File: src/rtl/eq_band_mixer.sv
// Equalizer recombiner: one shared MAC weights ten band samples by per-band Q2.10 gains and sums them.
// Capture-to-out_valid latency is NBANDS+2 cycles; strobes arriving while busy are dropped and flagged as overrun.
module eq_band_mixer #(
   parameter int NBANDS = 10,
   parameter int DW     = 24,
   parameter int GW     = 12,
   parameter int ACCW   = 40
) (
   input  logic                 clk,
   input  logic                 rst_n,
   input  logic                 enable,
   input  logic                 sample_valid,
   input  logic [NBANDS*DW-1:0] band_in,
   input  logic                 gain_wr_en,
   input  logic [3:0]           gain_addr,
   input  logic [GW-1:0]        gain_data,
   output logic [DW-1:0]        audio_out,
   output logic                 out_valid,
   output logic                 busy,
   output logic                 overrun,
   input  logic                 overrun_clr
);

   localparam int PW = DW + GW;
   localparam logic signed [GW-1:0] UNITY = GW'(1024);

   typedef enum logic [1:0] {S_IDLE, S_MAC, S_ROUND} state_t;

   state_t                 state_q, state_d;
   logic [3:0]             idx_q, idx_d;
   logic signed [ACCW-1:0] acc_q, acc_d;
   logic signed [DW-1:0]   band_q [NBANDS];
   logic signed [DW-1:0]   band_d [NBANDS];
   logic signed [GW-1:0]   gain_q [NBANDS];
   logic signed [GW-1:0]   gwork_q [NBANDS];
   logic signed [GW-1:0]   gwork_d [NBANDS];
   logic [DW-1:0]          audio_q, audio_d;
   logic                   out_valid_q, out_valid_d;
   logic                   busy_q, busy_d;
   logic                   overrun_q, overrun_d;

   logic signed [PW-1:0]   prod;
   logic signed [ACCW-1:0] rnd;
   logic [DW-1:0]          sat;
   logic                   capture;

   assign capture = (state_q == S_IDLE) && sample_valid && enable;
   assign prod    = PW'(band_q[idx_q]) * PW'(gwork_q[idx_q]);
   assign rnd     = (acc_q + ACCW'(512)) >>> 10;

   // Result fits when every bit above the DW-bit sign position agrees with it.
   always_comb begin
      sat = rnd[DW-1:0];
      if (!(&rnd[ACCW-1:DW-1]) && (|rnd[ACCW-1:DW-1])) begin
         sat = rnd[ACCW-1] ? {1'b1, {(DW-1){1'b0}}} : {1'b0, {(DW-1){1'b1}}};
      end
   end

   always_ff @(posedge clk or negedge rst_n) begin
      if (!rst_n) begin
         for (int k = 0; k < NBANDS; k++) gain_q[k] <= UNITY;
      end else if (gain_wr_en && (int'(gain_addr) < NBANDS)) begin
         gain_q[gain_addr] <= gain_data;
      end
   end

   always_comb begin
      state_d     = state_q;
      idx_d       = idx_q;
      acc_d       = acc_q;
      band_d      = band_q;
      gwork_d     = gwork_q;
      audio_d     = audio_q;
      out_valid_d = 1'b0;
      busy_d      = busy_q;
      overrun_d   = (overrun_q && !overrun_clr) || (sample_valid && enable && busy_q);

      case (state_q)
         S_IDLE: begin
            if (capture) begin
               for (int k = 0; k < NBANDS; k++) band_d[k] = band_in[k*DW +: DW];
               gwork_d = gain_q;
               acc_d   = '0;
               idx_d   = '0;
               busy_d  = 1'b1;
               state_d = S_MAC;
            end
         end
         S_MAC: begin
            acc_d = acc_q + ACCW'(prod);
            if (idx_q == 4'(NBANDS - 1)) begin
               state_d = S_ROUND;
            end else begin
               idx_d = idx_q + 4'd1;
            end
         end
         S_ROUND: begin
            audio_d     = sat;
            out_valid_d = 1'b1;
            busy_d      = 1'b0;
            state_d     = S_IDLE;
         end
         default: state_d = S_IDLE;
      endcase
   end

   always_ff @(posedge clk or negedge rst_n) begin
      if (!rst_n) begin
         state_q     <= S_IDLE;
         idx_q       <= '0;
         acc_q       <= '0;
         audio_q     <= '0;
         out_valid_q <= 1'b0;
         busy_q      <= 1'b0;
         overrun_q   <= 1'b0;
         for (int k = 0; k < NBANDS; k++) begin
            band_q[k]  <= '0;
            gwork_q[k] <= UNITY;
         end
      end else begin
         state_q     <= state_d;
         idx_q       <= idx_d;
         acc_q       <= acc_d;
         audio_q     <= audio_d;
         out_valid_q <= out_valid_d;
         busy_q      <= busy_d;
         overrun_q   <= overrun_d;
         band_q      <= band_d;
         gwork_q     <= gwork_d;
      end
   end

   assign audio_out = audio_q;
   assign out_valid = out_valid_q;
   assign busy      = busy_q;
   assign overrun   = overrun_q;

endmodule
File: config.mk
export PLATFORM = sky130hd
export DESIGN_NAME = eq_band_mixer
export DESIGN_NICKNAME = d
export VERILOG_FILES = /design/src/rtl/eq_band_mixer.sv
export SDC_FILE = /design/constraint.sdc
export NUM_CORES = 2
export LEC_CHECK = 0
export ABC_AREA = 1
export ABC_CLOCK_PERIOD_IN_PS = 9450
export BUFFER_PORTS_ARGS = -buffer_cell sky130_fd_sc_hd__buf_4
export CORE_ASPECT_RATIO = 0.6
export CORE_MARGIN = 1
export CORE_UTILIZATION = 40
export CTS_CLUSTER_DIAMETER = 40
export DETAILED_ROUTE_END_ITERATION = 7
export SLEW_MARGIN = 0
export SYNTH_ARGS = -nofsm -noshare
export SYNTH_HDL_FRONTEND = slang
export SYNTH_SLANG_ARGS = --single-unit
File: constraint.sdc
create_clock -name clk -period 9.45 [get_ports clk]
set_clock_uncertainty 0.05 [all_clocks]
set_input_delay 0.945 -clock clk [delete_from_list [all_inputs] [get_ports clk]]
set_output_delay 0.945 -clock clk [all_outputs]
set_load 0.02 [all_outputs]
# Word-level counts from Yosys, hierarchy flattened
# Cells that the tools add are included.
dict set report totals {
  wordCells 96
  regBits 553
  input_bits 262
}
dict set report op_classes {
  muxes 22
  bitwise_logic 2
  mul 1
  eq_ne 6
  reduce_logical 21
  add_sub_neg 3
  n_lt_le_gt_ge 4
}
# op count
set op_table {}
lappend op_table {{120-bit bitwise mux} 1}
lappend op_table {{24-bit binary-select mux with 4-bit select} 1}
lappend op_table {{24-bit 2-to-1 mux} 4}
lappend op_table {{40-bit case mux with 2 select lines} 1}
lappend op_table {{12-bit binary-select mux with 4-bit select} 1}
lappend op_table {{12-bit demux with 4-bit select} 1}
lappend op_table {{40-bit by 11-bit adder with 40-bit output (second input constant)} 1}
lappend op_table {{40-bit by 36-bit adder with 40-bit output} 1}
lappend op_table {{40-bit 2-to-1 mux} 1}
lappend op_table {{24-bit by 12-bit multiplier with 36-bit output} 1}
lappend op_table {{12-bit 2-to-1 mux} 3}
lappend op_table {{5-bit greater-or-equal comparator (second input constant)} 2}
lappend op_table {{4-bit inverter with 5-bit output} 2}
lappend op_table {{1-bit logical AND} 8}
lappend op_table {{4-bit 2-to-1 mux} 2}
lappend op_table {{4-bit case mux with 2 select lines} 1}
lappend op_table {{2-bit AND reduction} 4}
lappend op_table {{7-bit AND reduction} 1}
lappend op_table {{7-bit OR reduction} 1}
lappend op_table {{2-bit inequality test (second input constant)} 3}
lappend op_table {{5-bit by 1-bit less-than comparator with 1-bit output (second input constant)} 1}
lappend op_table {{4-bit by 1-bit adder with 4-bit output (second input constant)} 1}
lappend op_table {{4-bit equality test (second input constant)} 1}
lappend op_table {{4-bit less-than comparator (second input constant)} 1}
lappend op_table {{other kinds (11)} 15}

# Logic depth before layout (Yosys ltp)
dict set report depth {
  word_depth 7
  ltp_mapped 36
  mapped_depth_nobuf 33
}

# Least setup slack after synthesis
# Ideal clock, no wire load.
dict set report synth_path {
  path_type {register -> register}
  start {register idx_q[0]}
  end {register acc_q[37]}
  path_buffers 3
  required_ns 9.274
  period_less_slack_ns 6.226
  path_slack_ns 3.224
  setup_ns 0.126
  t_arrival_ns 6.049
  stages_incl_launch_ff 27
  cell_sequence {dfrtp_1 > buf_2 > clkbuf_1 > o21ai_0 > o221ai_1 > a32o_1 > buf_2 > nand2_1 > fa_1 > inv_1 > fa_1 > fa_1 > fa_1 > inv_1 > fa_1 > inv_1 > ha_1 > ha_1 > nand2_1 > nor2_1 > nand2_1 > nor2_1 > nand4_1 > nand3_1 > nand2_1 > nand2_1 > o21ai_0}
}
dict set report synth_via {
  elab_chain_cells 7
}
# element line
set synth_lines {}
lappend synth_lines {{start: declaration} 30} ;# logic [3:0] idx_q, idx_d;
lappend synth_lines {{start signal: assignment} 122} ;# idx_q <= idx_d;
lappend synth_lines {{4-bit inverter with 5-bit output (implied by the code) (*)} 48} ;# assign prod = PW'(band_q[idx_q]) * PW'(gwork_q[idx_q]);
lappend synth_lines {{24-bit binary-select mux with 4-bit select / 12-bit binary-select mux with 4-bit select (equally long branches)} 48}
lappend synth_lines {{24-bit 2-to-1 mux (implied by the code) / 12-bit 2-to-1 mux (equally long branches) (2 in series)} 48}
lappend synth_lines {{24-bit by 12-bit multiplier with 36-bit output (*)} 48}
lappend synth_lines {{40-bit by 36-bit adder with 40-bit output (*)} 90} ;# acc_d = acc_q + ACCW'(prod);
lappend synth_lines {{40-bit case mux with 2 select lines (*)} 78} ;# case (state_q)
lappend synth_lines {{end signal: assignment} 111} ;# acc_q <= '0;
lappend synth_lines {{end signal: assignment} 123} ;# acc_q <= acc_d;
lappend synth_lines {{end: declaration} 31} ;# logic signed [ACCW-1:0] acc_q, acc_d;
# Mark *: on every way between the ends. The rest lies on a longest branch, timed or not. The select of a mux whose other input is x is not followed.
# A chain may end at the register's enable or synchronous reset.

# Final worst setup path
dict set report layout_path {
  start {register idx_q[0]}
  end {register acc_q[14]}
}
# The elaborated chain is that of the path after synthesis.

==> out/qor.yml <==
status: "complete, no violations"
relSlewSlack: 0.202
max_stage_delay_ps: 1010
min_path_type: "in -> async"
vias: 30300
clockRootBuffer: "clkbuf_16"
h-tree-depth: 3
synth_top_area_cell: "dfrtp_1"
synthCells: 4442
fin_util: 0.470
fmax_mhz: 119
fin_setup_tns_ps: 0
initial_core_util: 0.405
cap_violations: 0
place_ws_ps: 1260
finalSetupViolations: 0
synth_edf_count: 0
syn_area_per_cell_um2: 8.17
post_cts_resize_count: 0
fin_ws_ps: 1060
synth_seq_cells: 553
synth-compound-area-share: 0.125
dieArea_um2: 92000
die_x_um: 391
tightest_slew_ps: 1200
crit_fanout: 64
synth-adder-area-share: 0.207
cts_sinks: 553
period_share: 0.888
grt_usage: 0.264
yosys.area_share.simple: 0.186
drt-pass1-iter-count: 6
drtIter0Drc: 2639
insertion_delay_ps: 670
post_drt_wl_per_cell_um: 20.1
crit_slowest_cell: "a32o_1"
antenna_found_initial: 1
cts_tree: "built"
fin_crit_ps: 8390
grt_overflow: 0
synth-xor-area-share: 0.00772
synth_ff_type: "dfrtp_1"
synth_fp_nets: 5117
report.final.slew_viol_count: 0
crit_type: "reg -> reg"
port_buffers: 288
yosys_warnings: 0
syn_area_um2: 36300
ys_seq_area_frac: 0.382
synth_top_family_by_area: "adder cells"
antenna_left: 0
vias_per_cell: 5.13
die_h_um: 235
cpMostUsedCell: "inv_1"
arrival_ps: 8820
grt_pass1_vias: 30200
netlist_top_cells_area: "dfrtp_1 37%, fa_1 17%, nand2_1 14%, o21ai_0 7.6%, inv_1 6.6%"
cts.path.max_buffers: 3
final_cell_mix: "1,335 x nand2_1, 639 x inv_1, 553 x o21ai_0, 531 x dfrtp_1, 339 x buf_4"
ys_async_sr_fraction: 1.00
rsz0062_at_grt: "false"
numCtsBuffers: 72
hold_violations: 0
drive_above_1_share: 0.116
fillCellCount: 8895
cts.clk_slew.worst_paths_ps: 60
place_congestion: 0.966
core_area_um2: 89800
grt_first_pass_wirelength_mm: 184
grt_start_max_net_pins: 199
place_hpwl_mm: 87.8
ys_types: 41
layout_commonest_cell: "nand2_1"
drc: 0
io-pin-count: 289
drt-total-wl_mm: 119
crit_required_ps: 9880
cp-start-kind: "flop"
synthMuxAreaShare: 0
fp-row-count: 85
area_growth_pct: 16.2
nets: 5306
ctsHoldBuffers: 0
post_cts_buffers: 0
cp-end-kind: "flop"
synth_top_area_share: 0.367
## final cells by class
type	count	area, µm²	share of cell area
well taps	1218	1520	0.0361
multi-input cells	3014	19100	0.453
clock buffers	85	1950	0.0463
inverters	644	2430	0.0575
clock inverters	47	639	0.0151
flip-flops and latches	553	13900	0.329
diodes	2	5.00	0.000119
repair buffers	346	2680	0.0635
## final timing paths
check / start / end / slack (ps) / cells past startpoint
setup / recovery: idx_q[0] / acc_q[14] / 1060 / 29
hold / removal: rst_n / band_q[109] / 330 / 1
setup reg to reg: idx_q[0] / acc_q[14] / 1060 / 29
hold reg to reg: gain_q[9] / gwork_q[9] / 400 / 2
max in group asynchronous: rst_n / gwork_q[73] / 6720 / 3
min in group clk: gain_q[9] / gwork_q[9] / 400 / 2
## per-stage QoR
stage	hold slack [ps]	cell area, µm²	std cells
3_5_place_dp	403	39600	5775
3_3_place_gp	401	39600	5775
5_1_grt	373	42200	5908
2_1_floorplan	392	36300	4442
4_1_cts	335	42200	5907
6_report	329	42200	5909
## worst max-delay path: cells and delay by family, from the launching register on
kind | cells | cell delay [ps]
AOI/OAI and AO/OA | 5 | 2200
and+or+nand+nor | 7 | 870
DFF | 1 | 650
adders and majority gates | 8 | 2930
buffers and inverters | 9 | 1450
## sequential cells by signal (all words and copies together) (netlist names)
signal and flops:
busy 1, gain_q 120, band_q 240, out_valid 1, overrun 1, audio_out 24, gwork_q 120, acc_q 40
idx_q 4, state_q 2
## cell families (layout without fill, tap and decap cells)
kind of cell | after synthesis | count (layout)
AOI/OAI and AO/OA | 850 | 850
xor gates and xnor gates | 32 | 32
adders and majority gates | 413 | 413
buffers and inverters | 875 | 1122
DFF | 553 | 553
other | 0 | 2
and+or+nand+nor | 1719 | 1719
## routing by layer
metal  track usage  up-vias  wire [µm]
met1         0.412    14800      58000
met3        0.0838      148      12300
li1              -    14200          -
met2         0.349     1199      45900
met5             0        -          0
met4        0.0602        0       2490
## cell usage after synthesis, types with 5 or more instances
master,count
xor2_1,25
inv_1,639
buf_2,60
fa_1,311
o22ai_1,12
o21ai_1,11
xnor2_1,7
nand2_2,5
dfstp_2,20
nand2_1,1335
a21oi_1,208
nor3_1,16
nor2_1,204
a21o_1,5
dfrtp_1,533
clkbuf_1,146
a21oi_2,18
ha_1,102
nand4_1,9
a32o_1,17
o221ai_1,10
buf_1,21
nand3_1,132
o21ai_0,553
Power is not shown: default switching activity piles up to over one toggle a cycle in this logic, so the estimate is an artifact.
